==> src/rtl/mvau_weight_sched.sv <==
// mvau_weight_sched: weight-memory read scheduler for one MVAU PE lane.
// Issues addresses 0..WMEM_DEPTH-1 per vector, with valid/last side-band aligned to the registered read.
module mvau_weight_sched #(
  parameter int SF           = 2,
  parameter int NF           = 2,
  parameter int WMEM_DEPTH   = 4,
  parameter int WMEM_ADDR_BW = 4,
  parameter int NV_BW        = 16
) (
  input  logic                    aclk,
  input  logic                    aresetn,
  input  logic                    start,
  input  logic [NV_BW-1:0]        num_vec,
  input  logic                    out_ready,
  output logic [WMEM_ADDR_BW-1:0] wmem_addr,
  output logic                    w_valid,
  output logic                    w_sf_last,
  output logic                    w_nf_last,
  output logic                    w_vec_last,
  output logic                    busy,
  output logic                    done
);
  localparam int SF_BW = SF > 1 ? $clog2(SF) : 1;
  localparam int NF_BW = NF > 1 ? $clog2(NF) : 1;
  localparam logic [1:0] IDLE  = 2'd0;
  localparam logic [1:0] RUN   = 2'd1;
  localparam logic [1:0] DRAIN = 2'd2;

  logic [1:0]              state;
  logic [WMEM_ADDR_BW-1:0] issue_addr;
  logic [WMEM_ADDR_BW-1:0] hold_addr;
  logic [SF_BW-1:0]        sf_cnt;
  logic [NF_BW-1:0]        nf_cnt;
  logic [NV_BW-1:0]        vec_cnt;
  logic [NV_BW-1:0]        nv_lat;
  logic                    issue;
  logic                    sf_end;
  logic                    nf_end;
  logic                    vec_end;

  assign issue   = state == RUN && (!w_valid || out_ready);
  assign sf_end  = sf_cnt == SF_BW'(SF - 1);
  assign nf_end  = sf_end && nf_cnt == NF_BW'(NF - 1);
  assign vec_end = nf_end && vec_cnt == nv_lat - NV_BW'(1);
  // Stalled cycles re-read the held address so the registered memory output stays stable.
  assign wmem_addr = issue ? issue_addr : hold_addr;
  assign busy      = state != IDLE;

  always_ff @(posedge aclk or negedge aresetn) begin
    if (!aresetn) begin
      state      <= IDLE;
      issue_addr <= '0;
      hold_addr  <= '0;
      sf_cnt     <= '0;
      nf_cnt     <= '0;
      vec_cnt    <= '0;
      nv_lat     <= '0;
      w_valid    <= 1'b0;
      w_sf_last  <= 1'b0;
      w_nf_last  <= 1'b0;
      w_vec_last <= 1'b0;
      done       <= 1'b0;
    end else begin
      done <= 1'b0;
      if (issue) begin
        hold_addr  <= issue_addr;
        issue_addr <= issue_addr == WMEM_ADDR_BW'(WMEM_DEPTH - 1) ? '0 : issue_addr + WMEM_ADDR_BW'(1);
        sf_cnt     <= sf_end ? '0 : sf_cnt + SF_BW'(1);
        if (sf_end) nf_cnt <= nf_end ? '0 : nf_cnt + NF_BW'(1);
        if (nf_end) vec_cnt <= vec_cnt + NV_BW'(1);
        w_valid    <= 1'b1;
        w_sf_last  <= sf_end;
        w_nf_last  <= nf_end;
        w_vec_last <= vec_end;
        if (vec_end) state <= DRAIN;
      end else if (out_ready) begin
        w_valid    <= 1'b0;
        w_sf_last  <= 1'b0;
        w_nf_last  <= 1'b0;
        w_vec_last <= 1'b0;
      end
      if (state == IDLE && start) begin
        if (num_vec != '0) begin
          state      <= RUN;
          nv_lat     <= num_vec;
          sf_cnt     <= '0;
          nf_cnt     <= '0;
          vec_cnt    <= '0;
          issue_addr <= '0;
        end else begin
          done <= 1'b1;
        end
      end
      if (state == DRAIN && w_valid && out_ready) begin
        state <= IDLE;
        done  <= 1'b1;
      end
    end
  end
endmodule

==> config.mk <==
export PLATFORM = sky130hd
export DESIGN_NAME = mvau_weight_sched
export DESIGN_NICKNAME = d
export VERILOG_FILES = /design/src/rtl/mvau_weight_sched.sv
export SDC_FILE = /design/constraint.sdc
export NUM_CORES = 1
export LEC_CHECK = 0
export BUFFER_PORTS_ARGS = -buffer_cell sky130_fd_sc_hd__buf_2
export CAP_MARGIN = 20
export CORE_ASPECT_RATIO = 2
export CORE_MARGIN = 4
export CORE_UTILIZATION = 58
export CTS_CLUSTER_SIZE = 8
export DETAILED_ROUTE_END_ITERATION = 10
export PLACE_DENSITY = 0.8
export SLEW_MARGIN = 20
export SYNTH_ARGS = -nofsm -noshare
export SYNTH_HDL_FRONTEND = slang
export SYNTH_SLANG_ARGS = --single-unit
export TNS_END_PERCENT = 5
==> constraint.sdc <==
create_clock -name aclk -period 3.17 [get_ports aclk]
set_clock_uncertainty 0.1 [all_clocks]
set_input_delay 0.1585 -clock aclk [delete_from_list [all_inputs] [get_ports aclk]]
set_output_delay 0.1585 -clock aclk [all_outputs]
set_load 0.03 [all_outputs]
Word level (Yosys, flattened, before mapping)

Index checks and enable logic that the tools add are counted.

Flip-flop bits (word level): 49
Bits of input ports: 20
Output and inout port bits: 10

Add/subtract/negate cells: 5
Equality and inequality tests: 4
Mux-type cells: 31
Reductions and logical operators: 13

Operators with widths:

| kind                    | number |
|---|---|
| $mux W16                | 4 |
| $mux W4                 | 5 |
| $mux W1                 | 17 |
| $add A16 B1 Y16 const B | 1 |
| $eq A16 B16 Y1          | 1 |
| $reduce_bool A16 Y1     | 1 |
| $sub A16 B1 Y16 const B | 1 |
| $mux W2                 | 5 |
| $logic_and A1 B1 Y1     | 6 |
| $add A4 B1 Y4 const B   | 1 |
| $eq A4 B2 Y1 const B    | 1 |
| $reduce_bool A2 Y1      | 2 |
| $add A1 B1 Y1 const B   | 2 |
| $eq A2 B1 Y1 const B    | 1 |
| $eq A2 B2 Y1 const B    | 1 |
| $logic_not A2 Y1        | 1 |
| $reduce_and A2 Y1       | 1 |
| $logic_not A1 Y1        | 1 |
| $logic_or A1 B1 Y1      | 1 |

Longest topological paths before layout

Gate-level depths: netlist of the first run.

Word-level depth: 8
Depth in mapped cells: 9
Depth with buffers taken out: 8

Worst setup path after synthesis of the first run

No wires, ideal clock.

Kind: flip-flop to flip-flop
Start point: reg nv_lat[0]
End point: reg state[0]
Library setup time: 0.124 ns
Arrival: 2.580 ns
Required time: 2.946 ns
Slack: 0.366 ns
Cell stages (with the launch flop): 9
Buffers on the path: 1
Clock period less this slack: 2.804 ns
Cells stage by stage: dfrtp_1 -> inv_1 -> ha_1 -> or4b_1 -> clkbuf_1 -> or4_2 -> a221oi_1 -> nand4_1 -> o31a_1

Longest elaborated chain between the ends: 8

RTL lines:

| element                  | RTL line | source |
|---|---|---|
| start: declaration       | 35       | `logic [NV_BW-1:0] nv_lat;` |
| start signal: assignment | 85       | `nv_lat <= num_vec;` |
| $sub A16 B1 Y16 *        | 44       | `assign vec_end = nf_end && vec_cnt == nv_lat - NV_BW'(1);` |
| $eq A16 B16 Y1 *         | 44       |  |
| $logic_and A1 B1 Y1 *    | 44       |  |
| $mux W2 *                | 75       | `if (vec_end) state <= DRAIN;` |
| $mux W2 *                | 65       | `if (issue) begin` |
| $mux W2                  | 83       | `if (num_vec != '0) begin` |
| $mux W2 *                | 82       | `if (state == IDLE && start) begin` |
| $mux W2 *                | 94       | `if (state == DRAIN && w_valid && out_ready) begin` |
| end signal: assignment   | 75       |  |
| end signal: assignment   | 84       | `state <= RUN;` |
| end signal: assignment   | 95       | `state <= IDLE;` |
| end: declaration         | 29       | `logic [1:0] state;` |

Every way passes the cells marked *; elsewhere a longest branch is shown, timed or not.
A chain may end at the register's enable or synchronous reset.

Final worst setup path of the first run

Start point: reg nv_lat[8]
End point: reg state[0]

Same word-level chain as after synthesis.

==> parameters.txt, run 1 <==
Parameter                              Value

Power
  Sw frac ... 0.364
  Power per unit of standard cell area ... ~700 nW/um^2
  Overall power of the completed layout ... approximately 2100 uW
  Peak VDD IR ... roughly 0.46 mV
  Sw Pwr ... between 700 and 800 uW
  Clock Power Share ... 0.222
  Leakage power ... around 0.0014 uW
  Combinational Power Share ... 0.320
  Sequential share of power ... 0.458
  Internal power summed over all cells ... between 1000 and 1500 uW

Yosys
  Synth top area share ... 0.455
  Yosys reg bits ... slightly below 50
  Post-synth ARST share ... 1.00
  Mean cell area of the mapped netlist ... 9.66 sq um
  Post-synthesis sequential area ratio ... 0.455
  Yosys top cell by area ... sky130_fd_sc_hd__dfrtp_1
  Cell area after synthesis ... roughly 2700 sq um
  Number of distinct standard cells referenced by the synthesized netlist ... 47
  EDFF count, synth ... 0
  Count of yosys warnings during synthesis ... 0
  Gate Count Post-Synth ... around 280
  Commonest register cell after synthesis ... sky130_fd_sc_hd__dfrtp_1
  Post-synth net total ... 304
  Cell types with the largest area share after synthesis ... sky130_fd_sc_hd__dfrtp_1, sky130_fd_sc_hd__xor2_1, sky130_fd_sc_hd__mux2_2

Layout
  Area Overhead vs Synth ... 12.9%
  Total area of multi-input combinational cells ... 1370 sq um
  Inserted Diodes ... 0
  Area taken by flip-flops and latches ... approximately 1200 sq um
  Number of cells in the finished layout apart from fillers ... ~370
  Nets ... around 340
  Number of filler instances in the final layout ... 367
  Ratio of cells with drive above 1 in the final layout ... 0.194

Timing
  Worst setup slack after layout ... about 0.22 ns
  Endpoints failing hold ... 0
  Worst slew pin tran ... around 0.67 ns
  Count of final max-slew check failures ... 0
  Unrepaired setup endpoints after global routing ... false
  Max-slew headroom ... 0.550
  Shortest clock period the worst path allows after layout ... a little under 3 ns
  Hold slack final ... 0.00814 ns
  Final period utilization ... 0.931
  Max Fclk ... 0.339 GHz
  Setup TNS ... 0 ns
  Setup-failing EPs final ... 0

Clocking
  Post-CTS setup buffer count ... 0
  TritonCTS Sinks ... 49
  Clock latency on the worst-skew pair ... 0.30 ns
  Clock transition at path regs ... about 0.090 ns
  TritonCTS clock tree ... yes
  Maximum buffer depth of the clock tree ... 2
  Clock Tree Root ... sky130_fd_sc_hd__clkbuf_8
  # resized after CTS ... 0
  Number of buffers added by the clock tree synthesis step ... 5
  Hold Buf Count CTS ... 5
  Number of H-tree branching levels ... 2

Floorplanning
  Initial Util ... 0.609
  Horizontal die dimension ... about 56 um
  Number of rows created at floorplan ... 34
  Height of the chip ... roughly 100 um
  I/O pin total ... 30
  Core region area ... between 4000 and 5000 sq um
  Die area ... around 6000 sq um

Run
  Count of maximum capacitance violations ... 0

Critical path
  Critical Path Start ... nv_lat[8]
  Crit path arrival time ... 3.04 ns
  CP endpoint kind ... register
  Required @ worst endpoint ... 3.26 ns
  Maximum fanout along the worst path ... 9
  Internal reg-to-reg setup slack ... 0.22 ns
  Critical Path Start Type ... register
  Setup CP Type ... reg2reg
  Worst flop-to-flop path startpoint ... nv_lat[8]

GRT
  Via count of the first global-routing pass ... 2227
  Pin count of the biggest net entering global routing ... 50
  Grt total ovfl ... 0
  First-pass GRT wire length ... around 10000 um
  Initial antenna violation count ... 0
  Global-route usage over all layers ... 0.228

Routing
  Via total after detailed routing ... between 2000 and 2500
  Initial detailed-routing violation count ... 52
  Total iterations of the first detailed-routing run ... 4
  Number of remaining DRC errors ... 0
  Wire length per cell ... around 17 um
  Aggregate routed wire length ... between 6000 and 7000 um
  Detail-routed via count per cell ... a little under 6
  Count of antenna-violating nets left after detailed routing ... 0

Place
  Port Buffers ... 29
  Final HPWL from detailed placement ... between 4000 and 5000 um
  Number of instances in the placed design ... about 360
  Routability congestion estimate from global placement ... approximately 0.92
  Setup Slack @ Placement ... 0.255 ns

Min path
  Launch instance of the worst min-delay path ... num_vec[6]
  Worst min path class ... in2reg

Status
  Outcome ... complete, no violations
## synth_stat cells, types with 2 or more instances
cell type	instances
sky130_fd_sc_hd__a211oi_1	4
sky130_fd_sc_hd__a21oi_1	6
sky130_fd_sc_hd__a31oi_1	2
sky130_fd_sc_hd__and2_1	2
sky130_fd_sc_hd__and3_1	5
sky130_fd_sc_hd__buf_6	3
sky130_fd_sc_hd__clkbuf_1	7
sky130_fd_sc_hd__dfrtp_1	49
sky130_fd_sc_hd__ha_1	5
sky130_fd_sc_hd__inv_1	8
sky130_fd_sc_hd__mux2_2	13
sky130_fd_sc_hd__nand2_1	37
sky130_fd_sc_hd__nand2b_1	3
sky130_fd_sc_hd__nand3_1	9
sky130_fd_sc_hd__nand4_1	7
sky130_fd_sc_hd__nor2_1	25
sky130_fd_sc_hd__nor2b_1	2
sky130_fd_sc_hd__nor3_1	8
sky130_fd_sc_hd__nor4_1	5
sky130_fd_sc_hd__o211ai_1	2
sky130_fd_sc_hd__o21ai_0	14
sky130_fd_sc_hd__o31ai_1	2
sky130_fd_sc_hd__or2_2	2
sky130_fd_sc_hd__or3_1	3
sky130_fd_sc_hd__xnor2_1	14
sky130_fd_sc_hd__xor2_1	21
## logic make-up (layout without fill, tap and decap cells)
kind of cell | count (synthesis) | after routing | share of synthesized area
muxes | 13 | 13 | 0.0543
and+or+nand+nor | 118 | 118 | 0.217
AOI/OAI and AO/OA | 40 | 40 | 0.101
adders and majority gates | 5 | 5 | 0.0232
xor gates and xnor gates | 35 | 35 | 0.114
DFF | 49 | 49 | 0.455
buffers and inverters | 19 | 54 | 0.0362
## final timing paths
| check | to | cells past startpoint |
|---|---|---|
| max | state[0] | 6 |
| min | nv_lat[6] | 3 |
| max reg2reg | state[0] | 6 |
| min reg2reg | hold_addr[2] | 2 |
| max in group asynchronous | issue_addr[2] | 2 |
| min in group asynchronous | sf_cnt | 2 |
## worst max-delay path, stage by stage, from the launching register on
cell,delay [ns]
sky130_fd_sc_hd__dfrtp_1,0.48
sky130_fd_sc_hd__or4_4,0.60
sky130_fd_sc_hd__or3_1,0.37
sky130_fd_sc_hd__a2111o_1,0.43
sky130_fd_sc_hd__a2111oi_2,0.38
sky130_fd_sc_hd__nand4_1,0.21
sky130_fd_sc_hd__o31a_1,0.28
## power by group through the flow
stage	logic [uW]	registers, uW	clock network [uW]
after CTS	671	954	475
after global placement	649	955	0
after floorplan	510	915	0
after detailed placement	662	967	0
after global routing	748	973	502
final	670	956	464
## metrics by stage
stage / instance area, sq um / utilization
2_1_floorplan: 2700 / -
3_3_place_gp: 2870 / 0.649
3_5_place_dp: 2870 / 0.649
4_1_cts: 3040 / 0.688
5_1_grt: 3040 / 0.688
6_report: 3040 / 0.688
## sequential cells by signal (all words and copies together) (netlist names)
register and cells:
w_valid 1, sf_cnt 1, done 1, issue_addr 4, hold_addr 4, w_vec_last 1, nf_cnt 1, vec_cnt 16
w_nf_last 1, nv_lat 16, w_sf_last 1, state 2
## layout make-up
class	count	area share
clock inverter	2	0.0123
sequential	49	0.403
tap	54	0.0222
multi-input combinational	211	0.451
clock buffer	6	0.0271
timing repair buffer	38	0.0748
inverter	8	0.00986
## cells in the final DEF, fill, tap and decap left out, types with 3 or more instances in the layout
cell	netlist	routed
sky130_fd_sc_hd__buf_2	0	28
sky130_fd_sc_hd__a21oi_1	6	6
sky130_fd_sc_hd__nand2_1	37	37
sky130_fd_sc_hd__dlygate4sd3_1	0	5
sky130_fd_sc_hd__clkbuf_8	0	6
sky130_fd_sc_hd__nand4_1	7	7
sky130_fd_sc_hd__a211oi_1	4	4
sky130_fd_sc_hd__xnor2_1	14	14
sky130_fd_sc_hd__mux2_2	13	13
sky130_fd_sc_hd__buf_4	1	5
sky130_fd_sc_hd__dfrtp_1	49	49
sky130_fd_sc_hd__nand3_1	9	9
sky130_fd_sc_hd__nor4_1	5	5
sky130_fd_sc_hd__nand2b_1	3	3
sky130_fd_sc_hd__o21ai_0	14	14
sky130_fd_sc_hd__xor2_1	21	21
sky130_fd_sc_hd__or3_1	3	3
sky130_fd_sc_hd__and3_1	5	5
sky130_fd_sc_hd__nor2_1	25	25
sky130_fd_sc_hd__nor3_1	8	8
sky130_fd_sc_hd__inv_1	8	8
sky130_fd_sc_hd__ha_1	5	5
## per-layer routing
| metal | track usage | wire, um | vias up |
|---|---|---|---|
| li1 | - | - | 1042 |
| met5 | 0 | 0 | - |
| met1 | 0.232 | 2320 | 1059 |
| met2 | 0.424 | 3610 | 38 |
| met3 | 0.0236 | 111 | 21 |
| met4 | 0.143 | 349 | 0 |
No activity file was read; power rests on OpenSTA's default activity.
==> run 2: changes to the inputs <==
Settings changed: CORE_UTILIZATION 58 to 60, PLACE_DENSITY 0.8 to 0.82, RECOVER_POWER from default to 100.
Clock period 3.17 ns to 3.5 ns, I/O delays scaled along.
==> parameters.txt, run 2 (same netlist as run 1, synthesis figures left out) <==
Parameter                              Value

Floorplanning
  Horizontal die dimension ... roughly 55 um
  Number of rows created at floorplan ... 34
  Core region area ... 4340 sq um
  Initial Util ... 0.621
  Height of the chip ... about 100 um
  I/O pin total ... 30
  Die area ... 5700 sq um

Clocking
  Clock latency on the worst-skew pair ... ~0.30 ns
  Clock Tree Root ... sky130_fd_sc_hd__clkbuf_8
  TritonCTS clock tree ... yes
  Maximum buffer depth of the clock tree ... 2
  Number of H-tree branching levels ... 2
  Hold Buf Count CTS ... 0
  Post-CTS setup buffer count ... 0
  Clock transition at path regs ... 0.09 ns
  # resized after CTS ... 0
  TritonCTS Sinks ... between 40 and 50
  Number of buffers added by the clock tree synthesis step ... 5

Timing
  Unrepaired setup endpoints after global routing ... false
  Hold slack final ... ~0.0036 ns
  Count of final max-slew check failures ... 50
  Endpoints failing hold ... 0
  Max-slew headroom ... -0.739
  Max Fclk ... roughly 0.32 GHz
  Worst slew pin tran ... 2.61 ns
  Setup-failing EPs final ... 0
  Shortest clock period the worst path allows after layout ... 3.17 ns
  Setup TNS ... 0 ns
  Final period utilization ... 0.906

Layout
  Ratio of cells with drive above 1 in the final layout ... 0.146
  Nets ... 332
  Commonest cells after routing, fill and taps aside ... sky130_fd_sc_hd__dfrtp_1, sky130_fd_sc_hd__nand2_1, sky130_fd_sc_hd__nor2_1
  Regs by FF count ... nv_lat: 16 flops, vec_cnt: 16 flops
  Inserted Diodes ... 0
  Number of filler instances in the final layout ... 380
  Commonest non-fill, non-tap cell in the layout ... sky130_fd_sc_hd__dfrtp_1
  Area Overhead vs Synth ... 9.93%

Place
  Port Buffers ... 29
  Final HPWL from detailed placement ... between 4000 and 5000 um
  Routability congestion estimate from global placement ... 0.907

Power
  Leakage power ... ~0.0013 uW
  Overall power of the completed layout ... roughly 1900 uW
  Peak VDD IR ... 0.508 mV
  Power per unit of standard cell area ... about 630 nW/um^2

GRT
  First-pass GRT wire length ... 10400 um
  Global-route usage over all layers ... 0.237
  Initial antenna violation count ... 0
  Pin count of the biggest net entering global routing ... 50
  Grt total ovfl ... 0
  Via count of the first global-routing pass ... between 2000 and 2500

Routing
  Via total after detailed routing ... between 2000 and 2500
  Total iterations of the first detailed-routing run ... 4
  Wire length per cell ... about 17 um
  Initial detailed-routing violation count ... 56
  Aggregate routed wire length ... 6270 um
  Number of remaining DRC errors ... 0
  Detail-routed via count per cell ... about 6
  Count of antenna-violating nets left after detailed routing ... 0

Min path
  Launch instance of the worst min-delay path ... num_vec[2]
  Worst min path class ... in2reg

Critical path
  Maximum fanout along the worst path ... 8
  Critical Path Start ... nv_lat[0]
  CP endpoint kind ... register
  Worst flop-to-flop path startpoint ... nv_lat[0]
  Setup CP Type ... reg2reg
  Library cell contributing the largest single delay on the critical path ... sky130_fd_sc_hd__or4_2
  Required @ worst endpoint ... around 3.6 ns
  Cell-by-cell trace of the critical path ... inv_1 -> ha_1 -> or4b_1 -> or4_2 -> a221oi_1 -> nand4_1 -> o31a_1
  Delay contributed by the slowest stage of the critical path ... 0.70 ns
  Critical Path Start Type ... register
  Crit path arrival time ... ~3.3 ns

Status
  Outcome ... finished, violations left
  Failing checks ... capacitance limit, slew limit

Run
  Count of maximum capacitance violations ... 1
[run 2: cell types whose count changed in the layout (fill, tap and decap cells not counted)]
cell,previous run,this run
sky130_fd_sc_hd__buf_4,5,1
sky130_fd_sc_hd__clkbuf_1,0,14
sky130_fd_sc_hd__clkinvlp_4,1,0
sky130_fd_sc_hd__buf_2,28,17
sky130_fd_sc_hd__dlygate4sd3_1,5,1
[run 2: per-stage QoR]
stage | utilization | std cells | area [sq um] | setup slack (ns)
4_1_cts | 0.685 | 361 | 2970 | 0.347
3_5_place_dp | 0.658 | 353 | 2860 | 0.479
3_3_place_gp | 0.658 | 353 | 2860 | 0.587
2_1_floorplan | - | 279 | 2700 | 0.696
5_1_grt | 0.683 | 362 | 2960 | 0.117
6_report | 0.683 | 362 | 2960 | 0.328
[run 2: critical path, delay by kind of cell, from the launching register on]
family	cells	cell delay [ns]
flops	1	0.42
compound gates	2	0.66
fa+ha+maj	1	0.24
simple gates	3	1.54
buf+inv	1	0.09
[run 2: per-layer routing]
| layer | wire length (um) | part of all wire | track usage |
|---|---|---|---|
| met5 | 0 | 0 | 0 |
| met4 | 196 | 0.031 | 0.127 |
| met3 | 171 | 0.027 | 0.0376 |
| met2 | 3680 | 0.59 | 0.464 |
| met1 | 2220 | 0.35 | 0.233 |
[run 2: path summary, 6_finish.rpt]
path	end	slack, ns	cells after the start
hold / removal	nv_lat[2]	0.004	3
hold reg to reg	hold_addr[0]	0.38	2
min in group asynchronous	w_vec_last	1.13	2
max in group asynchronous	hold_addr[2]	0.70	2
setup / recovery	state[0]	0.33	7
setup reg to reg	state[0]	0.33	7
[run 2: layout make-up]
cell class,instances,area [sq um],share of cell area
multi-input cells,211,1370,0.463
well taps,54,67.6,0.0228
clock inverters,1,30.0,0.0101
flip-flops and latches,49,1230,0.414
clock buffers,7,86.3,0.0291
repair buffers,32,151,0.0511
inverters,8,30.0,0.0101
[run 2: power breakdown]
| group | switching [uW] | leakage (uW) | total [uW] | internal (uW) |
|---|---|---|---|---|
| logic | 324 | 0.000612 | 587 | 263 |
| registers | 172 | 0.000629 | 867 | 695 |
| clock network | 185 | 0.0000585 | 418 | 233 |
